===== src/rtl/hdc_search_pkg.sv =====
// Shared constants and types for the class search controller.
// Sizes are derived from the frame width, class count and frame count.
package hdc_search_pkg;

    localparam int DI_PARALLEL_W_BITS = 64;
    localparam int NUM_CLASSES        = 8;
    localparam int NUM_FRAMES         = 3;

    localparam int CLS_W  = (NUM_CLASSES > 1) ? $clog2(NUM_CLASSES) : 1;
    localparam int FRM_W  = (NUM_FRAMES > 1) ? $clog2(NUM_FRAMES) : 1;
    localparam int DIST_W = $clog2(NUM_FRAMES * DI_PARALLEL_W_BITS + 1);
    localparam int PC_W   = $clog2(DI_PARALLEL_W_BITS + 1);

    typedef enum logic [1:0] {
        LOAD,
        SEARCH,
        DRAIN,
        DONE
    } search_state_t;

endpackage


===== src/rtl/hv_popcount.sv =====
// Combinational popcount of one hypervector frame using a binary adder tree.
// Ports: vec_i (frame to count), cnt_o (number of set bits).
module hv_popcount #(
    parameter int W  = 64,
    parameter int OW = $clog2(W + 1)
) (
    input  logic [W-1:0]  vec_i,
    output logic [OW-1:0] cnt_o
);

    localparam int LV = (W > 1) ? $clog2(W) : 1;
    localparam int N  = 1 << LV;

    // Heap-ordered tree: node[1] is the root, leaves sit at N..2N-1.
    logic [OW-1:0] node [1:2*N-1];

    genvar i;
    for (i = 0; i < N; i++) begin : g_leaf
        if (i < W) begin : g_bit
            assign node[N+i] = OW'(vec_i[i]);
        end else begin : g_pad
            assign node[N+i] = '0;
        end
    end

    for (i = 1; i < N; i++) begin : g_sum
        assign node[i] = node[2*i] + node[2*i+1];
    end

    assign cnt_o = node[1];

endmodule


===== src/rtl/class_search_ctrl.sv =====
// Associative search sequencer: buffers a query, sweeps the class generator and
// returns the class with the smallest Hamming distance.
// Ports: query_valid/query_ready/query_frame (query in), frame_id/frame_index
// (generator address), class_vec_in (generator data), result_valid/result_ready/
// result_class/result_dist (result out), busy (search in progress).
module class_search_ctrl
    import hdc_search_pkg::*;
(
    input  logic                          clk,
    input  logic                          rst_n,
    input  logic                          query_valid,
    output logic                          query_ready,
    input  logic [DI_PARALLEL_W_BITS-1:0] query_frame,
    output logic [CLS_W-1:0]              frame_id,
    output logic [FRM_W-1:0]              frame_index,
    input  logic [DI_PARALLEL_W_BITS-1:0] class_vec_in,
    output logic                          result_valid,
    input  logic                          result_ready,
    output logic [CLS_W-1:0]              result_class,
    output logic [DIST_W-1:0]             result_dist,
    output logic                          busy
);

    localparam logic [FRM_W-1:0] FRM_LAST = FRM_W'(NUM_FRAMES - 1);
    localparam logic [CLS_W-1:0] CLS_LAST = CLS_W'(NUM_CLASSES - 1);

    search_state_t state_q;

    logic [DI_PARALLEL_W_BITS-1:0] buf_q [NUM_FRAMES];
    logic [FRM_W-1:0]              load_q;
    logic [CLS_W-1:0]              cls_q;
    logic [FRM_W-1:0]              frm_q;

    logic                          s1_valid_q;
    logic [PC_W-1:0]               s1_pop_q;
    logic [CLS_W-1:0]              s1_cls_q;
    logic                          s1_first_q;
    logic                          s1_last_q;

    logic [DIST_W-1:0]             acc_q;
    logic [CLS_W-1:0]              best_class_q;
    logic [DIST_W-1:0]             best_dist_q;

    logic                          query_ready_q;
    logic                          result_valid_q;
    logic [CLS_W-1:0]              result_class_q;
    logic [DIST_W-1:0]             result_dist_q;
    logic                          busy_q;

    logic [PC_W-1:0]               pop_d;
    logic [DIST_W-1:0]             acc_d;

    hv_popcount #(
        .W  (DI_PARALLEL_W_BITS),
        .OW (PC_W)
    ) u_popcount (
        .vec_i (class_vec_in ^ buf_q[frm_q]),
        .cnt_o (pop_d)
    );

    // A first-frame entry starts a fresh class sum.
    assign acc_d = (s1_first_q ? '0 : acc_q) + DIST_W'(s1_pop_q);

    always_ff @(posedge clk or negedge rst_n) begin
        if (!rst_n) begin
            state_q        <= LOAD;
            for (int f = 0; f < NUM_FRAMES; f++) begin
                buf_q[f] <= '0;
            end
            load_q         <= '0;
            cls_q          <= '0;
            frm_q          <= '0;
            s1_valid_q     <= 1'b0;
            s1_pop_q       <= '0;
            s1_cls_q       <= '0;
            s1_first_q     <= 1'b0;
            s1_last_q      <= 1'b0;
            acc_q          <= '0;
            best_class_q   <= '0;
            best_dist_q    <= '0;
            query_ready_q  <= 1'b0;
            result_valid_q <= 1'b0;
            result_class_q <= '0;
            result_dist_q  <= '0;
            busy_q         <= 1'b0;
        end else begin
            s1_valid_q <= 1'b0;

            if (s1_valid_q) begin
                acc_q <= acc_d;
                // Class 0 seeds the minimum; strict less-than keeps the lower index on ties.
                if (s1_last_q && (acc_d < best_dist_q || s1_cls_q == '0)) begin
                    best_class_q <= s1_cls_q;
                    best_dist_q  <= acc_d;
                end
            end

            unique case (state_q)
                LOAD: begin
                    query_ready_q <= 1'b1;
                    if (query_valid && query_ready_q) begin
                        buf_q[load_q] <= query_frame;
                        if (load_q == FRM_LAST) begin
                            state_q       <= SEARCH;
                            load_q        <= '0;
                            cls_q         <= '0;
                            frm_q         <= '0;
                            query_ready_q <= 1'b0;
                            busy_q        <= 1'b1;
                        end else begin
                            load_q <= load_q + 1'b1;
                        end
                    end
                end
                SEARCH: begin
                    s1_valid_q <= 1'b1;
                    s1_pop_q   <= pop_d;
                    s1_cls_q   <= cls_q;
                    s1_first_q <= (frm_q == '0);
                    s1_last_q  <= (frm_q == FRM_LAST);
                    if (frm_q == FRM_LAST) begin
                        frm_q <= '0;
                        if (cls_q == CLS_LAST) begin
                            cls_q   <= '0;
                            state_q <= DRAIN;
                        end else begin
                            cls_q <= cls_q + 1'b1;
                        end
                    end else begin
                        frm_q <= frm_q + 1'b1;
                    end
                end
                DRAIN: begin
                    // Wait until the last S1 entry has been folded into best.
                    if (!s1_valid_q) begin
                        state_q        <= DONE;
                        busy_q         <= 1'b0;
                        result_valid_q <= 1'b1;
                        result_class_q <= best_class_q;
                        result_dist_q  <= best_dist_q;
                    end
                end
                DONE: begin
                    if (result_ready) begin
                        state_q        <= LOAD;
                        result_valid_q <= 1'b0;
                        query_ready_q  <= 1'b1;
                    end
                end
                default: state_q <= LOAD;
            endcase
        end
    end

    assign query_ready  = query_ready_q;
    assign frame_id     = cls_q;
    assign frame_index  = frm_q;
    assign result_valid = result_valid_q;
    assign result_class = result_class_q;
    assign result_dist  = result_dist_q;
    assign busy         = busy_q;

endmodule


===== config.mk =====
export PLATFORM = sky130hd
export DESIGN_NAME = class_search_ctrl
export DESIGN_NICKNAME = d
export VERILOG_FILES = /design/src/rtl/hdc_search_pkg.sv /design/src/rtl/hv_popcount.sv /design/src/rtl/class_search_ctrl.sv
export SDC_FILE = /design/constraint.sdc
export NUM_CORES = 1
export LEC_CHECK = 0
export CAP_MARGIN = 10
export CORE_ASPECT_RATIO = 1.2
export CORE_MARGIN = 2
export CORE_UTILIZATION = 26
export DETAILED_ROUTE_END_ITERATION = 10
export PLACE_DENSITY = 0.53
export SETUP_SLACK_MARGIN = 0.15
export SLEW_MARGIN = 20
export SYNTH_ARGS = -nofsm -noshare
export SYNTH_HDL_FRONTEND = slang
export SYNTH_SLANG_ARGS = --single-unit
export TNS_END_PERCENT = 50

===== constraint.sdc =====
create_clock -name clk -period 22.3 [get_ports clk]
set_clock_uncertainty 0.2 [all_clocks]
set_input_delay 4.46 -clock clk [delete_from_list [all_inputs] [get_ports clk]]
set_output_delay 4.46 -clock clk [all_outputs]
set_load 0.01 [all_outputs]

Word level (Yosys, flattened, before mapping):

Cells that the tools add are included.
Widths: inputs -> output; s select.

* $lt $le $gt $ge: 4
* bitwise operators: 4
* equal/unequal tests: 12
* muxes and demuxes: 36
* $add $sub $neg: 67
* reduce and logical (&&, ||, !) cells: 20

Operators with widths (number)
* $bwmux 192: 1
* $mux 64: 3
* $bmux 64 s2: 1
* $demux 64 s2: 1
* $add 1x1->2: 32
* $xor 64x64->64: 1
* $add 2x2->3: 16
* $add 3x3->4: 8
* $add 4x4->5: 4
* $mux 2: 10
* $add 5x5->6: 2
* $mux 3: 4
* $ne 2x2->1 const B: 6
* $mux 1: 9
* $add 8x7->8: 1
* $eq 2x2->1 const B: 4
* $lt 8x8->1: 1
* $mux 8: 1
* $pmux 2 s4: 1
* $reduce_and 2->1: 4
* $reduce_and 4->1: 2
* $reduce_bool 2->1: 4
* $add 6x6->7: 1
* $ge 3x3->1 const B: 2
* 16 further kinds: 24

* input bits: 132
* output and inout bits: 19
* bits in registers: 247
* word-level logic and storage cells: 163

Longest topological paths before layout:

* word-level depth: 11
* gate-level depth with buffers: 26
* mapped depth without buffers: 24

Hierarchy:

Synthesis repeated with hierarchy kept, for this count alone.

* cell total of the unflattened synthesis: 1132
* area total of the unflattened synthesis: 14028.5 µm²

By module, submodules not included
* class_search_ctrl: cells each 914, times used 1, area an instance 11823.8 µm², seq. area each 6180.9 µm²
* hv_popcount: cells each 218, times used 1, area an instance 2204.6 µm², seq. area each 0.0 µm²

Least setup slack after synthesis:

Ideal clock, no wire load.

* path type: input port to flip-flop
* start: input port class_vec_in[29]
* end: register s1_pop_q[4]
* arrival time: 10186 ps
* data required time: 21975 ps
* library setup time: 125 ps
* path buffers: 0
* setup slack: 11790 ps
* stages: 20
* cell sequence: xor2_1 fa_1 inv_1 fa_1 inv_1 fa_1 fa_1 inv_1 fa_1 fa_1 inv_1 fa_1 fa_1 inv_1 ha_1 fa_1 a21o_1 a21oi_1 xnor2_1 mux2_2

* word-level cells in the longest chain between the ends: 7

Ends and longest elaborated chain
* from (decl): RTL line class_search_ctrl.sv:16 `input logic [DI_PARALLEL_W_BITS-1:0] class_vec_in,`
* $xor 64x64->64: RTL line class_search_ctrl.sv:57 `.vec_i (class_vec_in ^ buf_q[frm_q]),`
* $add 1x1->2: RTL line hv_popcount.sv:27 `assign node[i] = node[2*i] + node[2*i+1];`
* $add 2x2->3: RTL line hv_popcount.sv:27
* $add 3x3->4: RTL line hv_popcount.sv:27
* $add 4x4->5: RTL line hv_popcount.sv:27
* $add 5x5->6: RTL line hv_popcount.sv:27
* $add 6x6->7: RTL line hv_popcount.sv:27
* to (signal assigned): RTL line class_search_ctrl.sv:117 `s1_pop_q <= pop_d;`
* to (decl): RTL line class_search_ctrl.sv:35 `logic [PC_W-1:0] s1_pop_q;`

Every way passes these cells.
A chain may end at the register's enable or synchronous reset.

Worst setup path after layout:

* start: input port class_vec_in[49]
* end: register s1_pop_q[6]

Same word-level chain as after synthesis.

==> flow_summary.ini <==
[floorplan]
dieArea_mm2 = 0.0526
ioPinCount = 151
rows = 90
core_area_mm2 = 0.0502
dieHeight_um = 251
die_width_um = 210
start_util = 0.263

[routing]
wl_met3_um = 1450
vias = 8309
dr.max_layer_used = met5
drc = 0
drt-met1-wl_um = 15000
antenna_left = 0
drt_wl_total_um = 34100
met2_length_um = 16800
vias_per_cell = 4.46
drt_first_iter_violations = 238
wl_per_cell_um = 18.3
drt-pass1-iter-count = 4

[worst_setup_path]
cp-end-kind = flip-flop
worst_ep_required_time_ns = 22.51
critPathLaunchType = primary input
critPathArrivalTime_ns = 10.87
setup.worst_path.class = in -> reg
path_max_fanout = 2

[clock_network]
cts_buffers = 29
cts_tree = built
clk_path_buf_depth = 3
cts_max_level = 1
clock_latency_ns = 0.57
ctsResizeCount = 0
path_clk_slew_ns = 0.06
holdBufCountCts = 0
clock_sinks = 247
clock-root-buffer = clkbuf_16
cts_setup_buffers = 0

[yosys]
synth-seq-cells = 247
synth_edf_count = 0
syn_inst = 1049
syn_nets = 1271
synth_warnings = 0
syn_area_per_cell_um2 = 12.6
async_reset_ff_frac = 1.00
synth_ff_type = dfrtp_1
seq_area_frac_synth = 0.468
yosysUniqueCellTypes = 37
netlist_area_mm2 = 0.0132

[cells_and_area]
areaGrowthSynthToFinish_pct = 24.4
nets = 1414
nFillCells = 5094
drive_gt1_frac = 0.247

[timing]
finalSetupViolCount = 0
fin_crit_sh = 0.478
worst_pin_slew_ns = 0.991
slew_headroom = 0.339
finalHoldViolations = 0
max_freq_mhz = 93.8
setup_tns_ns = 0
rsz0062_at_grt = no
postLayoutSetupSlackWorst_ns = 11.64
finalCriticalPeriod_ns = 10.66
slew_viol_final = 0
fin_hold_ws_ns = 0.278

[grt]
track_usage = 0.133
grt_pass1_vias = 9079
grt_max_degree = 115
antenna_found_initial = 4
grt_pass1_wl_um = 53800
gr-total-overflow = 0

[min_path]
hold_path_class = reg -> reg

[placed_design]
hpwl_um = 23400
gp_congestion = 0.747
post-place-ws_ns = 10.97
io_buffer_count = 150

[run]
drv_cap = 0

[outcome]
status = completed
-- registers in the layout, summed over array words and instances (netlist names) --
name,flops
result_valid,1
s1_valid_q,1
acc_q,8
result_dist,8
result_class,3
state_q,2
load_q,2
frame_index,2
s1_cls_q,3
buf_q,192
busy,1
s1_pop_q,7
frame_id,3
s1_first_q,1
s1_last_q,1
best_dist_q,8
query_ready,1
best_class_q,3
-- cells in the mapped netlist (5+ instances only) --
master    instances  area (µm²)
a21o_1            5        37.5
a21oi_1          78         390
buf_1             5        18.8
buf_2            28         140
buf_4             9        67.6
clkbuf_1          6        22.5
dfrtp_1         247        6180
fa_1             55        1100
ha_1             35         438
inv_1            56         210
mux2_2          226        2540
mux2i_1          64         641
nand2_1          24        90.1
nand2b_1          5        31.3
nor2_1           76         285
nor2b_1          11        68.8
o21ai_0          20         100
xnor2_1          44         385
xor2_1           30         263
-- final cells by class --
class / count / area (µm²) / area share
clock inverter: 19 / 256 / 0.0156
tap: 644 / 806 / 0.0490
timing repair buffer: 161 / 1590 / 0.0967
inverter: 56 / 210 / 0.0128
clock buffer: 35 / 798 / 0.0486
antenna: 2 / 5.00 / 0.000304
sequential: 247 / 6190 / 0.376
multi-input combinational: 697 / 6590 / 0.401
-- metal layers --
| layer | up-vias | global-route usage |
|---|---|---|
| met1 | 4265 | 0.166 |
| met2 | 131 | 0.233 |
| met4 | 4 | 0.0373 |
| li1 | 3862 | - |
| met3 | 47 | 0.0246 |
| met5 | - | 0 |
-- stage by stage --
stage,util,area [µm²],std cells
final,0.327,16400,1861
after floorplan,-,13200,1049
after global routing,0.327,16400,1861
after CTS,0.327,16400,1859
after detailed placement,0.306,15400,1805
after global placement,0.306,15400,1805
-- final timing paths --
check | from | to | slack, ns | cells after the start
worst max-delay path | class_vec_in[49] | s1_pop_q[6] | 11.64 | 21
worst min-delay path | result_dist[7] | result_dist[7] | 0.28 | 2
worst max register to register | frame_index[0] | s1_pop_q[6] | 13.47 | 25
worst min register to register | result_dist[7] | result_dist[7] | 0.28 | 2
max in group asynchronous | rst_n | frame_index[1] | 16.44 | 2
min in group asynchronous | rst_n | buf_q[82] | 3.74 | 1
-- critical path: stages --
cell	delay, ns
clkdlybuf4s50_1	0.42
xnor2_1	0.36
fa_1	0.50
fa_1	0.53
fa_1	0.54
inv_1	0.06
fa_1	0.50
fa_1	0.52
inv_1	0.05
fa_1	0.47
inv_1	0.05
fa_1	0.50
fa_1	0.54
inv_1	0.04
ha_1	0.21
fa_1	0.40
a21o_1	0.19
a21oi_1	0.21
o21bai_1	0.09
a21oi_1	0.15
a21oi_1	0.08
-- kinds of logic after synthesis --
logic type               Yosys count  share of synthesized area
AND/OR/NAND/NOR                  124                     0.0401
AO/OA/AOI/OAI                    119                     0.0500
flip-flops                       247                      0.468
multiplexers                     290                      0.241
adder cells (fa/ha/maj)           90                      0.116
XOR/XNOR                          74                     0.0490
buffers and inverters            105                     0.0356
-- cell usage in the layout (no fill, tap or decap), types with 20 or more instances in the layout --
cell	n
mux2i_1	64
o21ai_0	20
nor2_1	74
ha_1	35
mux2_2	226
a21oi_1	78
xnor2_1	44
dfrtp_1	245
clkdlybuf4s50_1	149
xor2_1	30
nand2_1	23
inv_1	56
clkbuf_16	29
fa_1	55
Power is left out: the tool's default activity adds up to more than one toggle a clock period on the data nets, which glitch-free logic cannot reach.
